--- config.mk ---
export PLATFORM = sky130hd
export DESIGN_NAME = regfile_wb_arbiter
export DESIGN_NICKNAME = d
export VERILOG_FILES = /design/src/rtl/regfile_pkg.sv /design/src/rtl/rr_arbiter.sv /design/src/rtl/regfile_wb_arbiter.sv
export SDC_FILE = /design/constraint.sdc
export NUM_CORES = 1
export LEC_CHECK = 0
export BUFFER_PORTS_ARGS = -buffer_cell sky130_fd_sc_hd__buf_2
export CAP_MARGIN = 20
export CORE_MARGIN = 3
export CORE_UTILIZATION = 41
export CTS_CLUSTER_DIAMETER = 120
export CTS_CLUSTER_SIZE = 10
export DETAILED_ROUTE_END_ITERATION = 8
export PLACE_DENSITY = 0.73
export SLEW_MARGIN = 20
export SYNTH_ARGS = -nofsm -noshare
export SYNTH_HDL_FRONTEND = slang
export SYNTH_HIERARCHICAL = 1
export SYNTH_SLANG_ARGS = --single-unit
--- constraint.sdc ---
create_clock -name clk -period 2.8 [get_ports clk]
set_input_delay 0.42 -clock clk [delete_from_list [all_inputs] [get_ports clk]]
set_output_delay 0.42 -clock clk [all_outputs]
set_load 0.05 [all_outputs]
--- src/rtl/regfile_pkg.sv ---
// Shared register-file definitions: widths, write-back requester ids
// and the write-stage bundle.
package regfile_pkg;

  localparam int REG_ADDR_W = 5;
  localparam int REG_DATA_W = 32;
  localparam int NUM_REGS   = 32;

  localparam int WB_ALU  = 0;
  localparam int WB_LOAD = 1;
  localparam int WB_MDU  = 2;

  typedef struct packed {
    logic                  we;
    logic [REG_ADDR_W-1:0] addr;
    logic [REG_DATA_W-1:0] data;
    logic [1:0]            id;
  } wb_t;

endpackage

--- src/rtl/rr_arbiter.sv ---
// Combinational round-robin arbiter: one-hot grant searched from
// rr_ptr upward, plus the pointer value to load after a grant.
module rr_arbiter #(
  parameter int N     = 3,
  parameter int PTR_W = 2
) (
  input  logic [N-1:0]     req_valid,
  input  logic [PTR_W-1:0] rr_ptr,
  output logic [N-1:0]     grant,
  output logic [PTR_W-1:0] grant_idx,
  output logic             any,
  output logic [PTR_W-1:0] next_ptr
);

  int idx;

  always_comb begin
    grant     = '0;
    grant_idx = '0;
    any       = 1'b0;
    idx       = 0;
    for (int k = 0; k < N; k++) begin
      idx = (int'(rr_ptr) + k) % N;
      if (!any && req_valid[idx]) begin
        any            = 1'b1;
        grant[idx]     = 1'b1;
        grant_idx      = PTR_W'(idx);
      end
    end
  end

  always_comb begin
    next_ptr = rr_ptr;
    if (any) begin
      if (int'(grant_idx) == N - 1)
        next_ptr = '0;
      else
        next_ptr = grant_idx + 1'b1;
    end
  end

endmodule

--- src/rtl/regfile_wb_arbiter.sv ---
// Write-back arbiter for the register file write port plus the
// per-register pending scoreboard used by decode for RAW stalls.
module regfile_wb_arbiter
  import regfile_pkg::*;
#(
  parameter int NUM_REQ = 3,
  parameter int DATA_W  = REG_DATA_W,
  parameter int ADDR_W  = REG_ADDR_W
) (
  input  logic                      clk,
  input  logic                      rst_n,
  input  logic [NUM_REQ-1:0]        req_valid,
  output logic [NUM_REQ-1:0]        req_ready,
  input  logic [NUM_REQ*ADDR_W-1:0] req_addr,
  input  logic [NUM_REQ*DATA_W-1:0] req_data,
  input  logic                      issue_valid,
  input  logic [ADDR_W-1:0]         issue_reg,
  output logic                      RegWrite,
  output logic [ADDR_W-1:0]         write_reg,
  output logic [DATA_W-1:0]         write_data,
  output logic [1:0]                grant_id,
  output logic [NUM_REGS-1:0]       pending
);

  localparam int PTR_W = (NUM_REQ > 1) ? $clog2(NUM_REQ) : 1;

  logic [PTR_W-1:0]    rr_ptr;
  logic [PTR_W-1:0]    next_ptr;
  logic [PTR_W-1:0]    g_idx;
  logic                g_any;
  logic [ADDR_W-1:0]   g_addr;
  logic [DATA_W-1:0]   g_data;
  logic [NUM_REGS-1:0] pend_n;
  wb_t                 wb_q;

  rr_arbiter #(
    .N     (NUM_REQ),
    .PTR_W (PTR_W)
  ) u_arb (
    .req_valid (req_valid),
    .rr_ptr    (rr_ptr),
    .grant     (req_ready),
    .grant_idx (g_idx),
    .any       (g_any),
    .next_ptr  (next_ptr)
  );

  assign g_addr = req_addr[int'(g_idx)*ADDR_W +: ADDR_W];
  assign g_data = req_data[int'(g_idx)*DATA_W +: DATA_W];

  always_ff @(posedge clk or negedge rst_n) begin
    if (!rst_n) begin
      rr_ptr <= PTR_W'(WB_ALU);
    end else begin
      rr_ptr <= next_ptr;
    end
  end

  // $0 writes are handshaken but never enabled at the port
  always_ff @(posedge clk or negedge rst_n) begin
    if (!rst_n) begin
      wb_q <= '0;
    end else if (g_any) begin
      wb_q.we   <= (g_addr != '0);
      wb_q.addr <= g_addr;
      wb_q.data <= g_data;
      wb_q.id   <= 2'(g_idx);
    end else begin
      wb_q.we   <= 1'b0;
    end
  end

  assign RegWrite   = wb_q.we;
  assign write_reg  = wb_q.addr;
  assign write_data = wb_q.data;
  assign grant_id   = wb_q.id;

  // set after clear: a fresh issue to the same reg stays pending
  always_comb begin
    pend_n = pending;
    if (wb_q.we)
      pend_n[wb_q.addr] = 1'b0;
    if (issue_valid && issue_reg != '0)
      pend_n[issue_reg] = 1'b1;
    pend_n[0] = 1'b0;
  end

  always_ff @(posedge clk or negedge rst_n) begin
    if (!rst_n) begin
      pending <= '0;
    end else begin
      pending <= pend_n;
    end
  end

endmodule

==> impl_results.md <==
* Iteration-0 DRC Markers at 158
* Cell family with most CP delay: buffers and inverters
* Reg2reg setup slack at 0.18 ns
* CP required at 2.38 ns
* Drt wl/cell at 16.0 um
* Post-synth top cells: dfrtp_1, nor2_1, a21oi_1
* GRT Total Usage at 21.6%
* Top-area cell type share of the netlist area at 45.3%
* Die area at 11,100 um2
* First-pass GRT wire length at 19,400 um
* Yosys warning count at 6
* Initial core utilization at 42.8%
* GR Util met2 at 39.1%
* Buf+Inv Stages, Crit Path at 3
* Ports at 197
* Port bufs at 195
* Crit-path max cell delay at 0.45 ns
* Max-slew violation count at 0
* CTS clk-pin slew, worst paths at 0.09 ns
* Bufs on Longest Clock Path at 2
* Clock skew at 0.0120 ns
* Post-synth EDFFs at 0
* Max Cap Viol at 0
* Period utilisation layout at 95.9%
* Final setup violation count at 0
* Max FFs per register at 32
* Setup WS pre-CTS at 0.0423 ns
* Status: complete, no violations
* Largest area contributor in the netlist: dfrtp_1
* CP startpoint kind: register
* Final hold slack at 0.204 ns
* Die height at 105 um
* CP Cell Sequence: inv_2 -> ha_4 -> buf_4 -> mux2i_1 -> or3b_4 -> a31oi_1 -> buf_4
* Final ANT Viol Nets at 0
* Met3 Use GR at 5.06%
* Share of layout cells above drive strength 1 at 40.4%
* Area after DPL at 5000 um2
* Reg-to-reg endpoint: write_data[31]$_DFFE_PN0P_
* Core Region at 9420 um2
* H-tree levels at 3
* Hold Fails Final Rpt at 0
* Number of global-route vias before repair at 3,977
* Netlist cell types at 43
* Rel. slew slack at 39.4%
* CP max-delay cell: dfrtp_2
* Post-Layout Inst Area at 5300 um2
* Crit path capture: req_ready[0]
* CP Depth at 7
* TritonCTS clock tree: done
* Final WL at 12,000 um
* Post-Syn Area at 4030 um2
* Reg2Reg Depth at 10
* Most numerous cell in the Yosys netlist: dfrtp_1
* GPL Wtd Cong at 0.858
* Vias/cell at 5.15
* Filler Cells Inserted at 872
* Critical Path End Type: output port
* Area Overhead vs Synth at 31.3%
* DRC at 0
* Nets at 745
* Clock buffer count from CTS at 9
* Yosys reg bits at 73
* Detailed Place HPWL at 8820 um
* Row count at 35
* Post-route minimum period at 2.69 ns
* Critical path origin: rr_ptr[0]$_DFF_PN0_
* Seq/Total Area, Yosys at 45.3%
* RSZ-0062 raised after global routing: no
* Worst EP arrival at 2.27 ns
* Die width at 105 um
* Met1 usage at 25.1%
* Crit Path Max Fanout at 7
* Sum Neg Setup Slack at 0 ns
* Clock latency on the worst-skew pair at 0.34 ns
* Cells after Synth at 423
* Worst-margin pin slew at 0.909 ns
* Syn Nets at 549
* Root buf cell: clkbuf_8
* Type of the worst min-delay path: in2async
* Synth Area per Inst at 9.54 um2
* Largest net degree at the start of global routing at 74
* Clk sink count at 73
* Fin worst setup slack at 0.115 ns
* Remaining global-route overflow at 0
* Number of inserted diodes at 0
* Fmax at 372 MHz
* Synth area leaders: dfrtp_1, mux2i_1, a21oi_1, nor2_1, o21ai_0
* Crit path kind: reg2out
* Via count at 3,877
* Top Usage Layer GRT: met2
* Post-synth ARST share at 100%
* Primary FF master, synth: dfrtp_1
* Worst reg2reg startpoint: rr_ptr[0]$_DFF_PN0_
* Initial antenna violation count at 0
* Drt pass-1 iters at 4
* Cell repeated most along the worst path: buf_4
-- final cells by class --
type / instances / area (um2) / share of cell area [%]
Multi-Input combinational cell: 319 / 1990 / 37.6
Clock inverter: 7 / 61.3 / 1.16
Sequential cell: 73 / 1830 / 34.5
Timing Repair Buffer: 211 / 1110 / 21.0
Clock buffer: 9 / 124 / 2.34
Inverter: 5 / 18.8 / 0.354
Tap cell: 129 / 161 / 3.05
-- placed cells by master, fill, tap and decap left out, types with 3 or more instances in the layout --
cell,Yosys,layout
a21oi_1,68,68
buf_2,9,193
buf_4,3,16
clkbuf_8,4,9
dfrtp_1,73,72
ha_4,0,3
inv_2,0,3
inv_6,0,3
mux2_2,8,8
mux2i_1,41,41
nand2_1,8,8
nand3_1,4,4
nand3b_1,11,11
nor2_1,72,72
nor2b_1,4,3
o21ai_0,54,54
o21ai_1,10,10
o2bb2ai_1,4,4
or3b_1,3,3
-- per-stage QoR --
step                      utilization [%]  std cells
final                                56.3        753
after global routing                 56.3        753
after CTS                            55.6        750
after detailed placement             53.1        730
after global placement               53.1        730
after floorplan                         -        423
-- kinds of logic after synthesis --
| family | after synthesis | synth area share [%] |
|---|---|---|
| compound gates | 150 | 20.6 |
| fa+ha+maj | 4 | 1.24 |
| buf+inv | 31 | 6.58 |
| flops | 73 | 45.3 |
| mux | 49 | 12.4 |
| other cells | 1 | 0.0930 |
| simple gates | 115 | 13.8 |
-- worst register-to-register path, delay by kind of cell (launching register included) --
| kind | cells | cell delay [ns] |
|---|---|---|
| flops | 1 | 0.45 |
| compound gates | 4 | 0.77 |
| buf+inv | 3 | 0.56 |
| fa+ha+maj | 1 | 0.23 |
| simple gates | 2 | 0.52 |
-- metal layers --
| metal | vias to the layer above | share of wire, % |
|---|---|---|
| met5 | - | 0 |
| met4 | 0 | 1.2 |
| met3 | 12 | 5.3 |
| met2 | 140 | 53 |
| met1 | 1825 | 40 |
| li1 | 1900 | - |
-- worst min-delay path by stage --
stage | from | end | slack, ns | cells after the start
6_report | rst_n | pending[20]$_DFF_PN0_ | 0.20 | 1
5_1_grt | rst_n | pending[20]$_DFF_PN0_ | 0.27 | 1
4_1_cts | rst_n | pending[21]$_DFF_PN0_ | 0.24 | 1
3_5_place_dp | grant_id[1]$_DFFE_PN0P_ | grant_id[1]$_DFFE_PN0P_ | 0.49 | 1
3_3_place_gp | pending[2]$_DFF_PN0_ | pending[2]$_DFF_PN0_ | 0.48 | 2
2_1_floorplan | rst_n | RegWrite$_DFF_PN0_ | 0.12 | 0
-- what timing repair did --
action / CTS / global route
hold buffers: 0 / 0
gates resized for setup: 5 / 10
setup buffers: 4 / 3
pin swaps: 1 / 1
endpoints found under the setup margin: 1 / 25
Power is not shown: default switching activity piles up to over one toggle a cycle in this logic, so the estimate is an artifact.
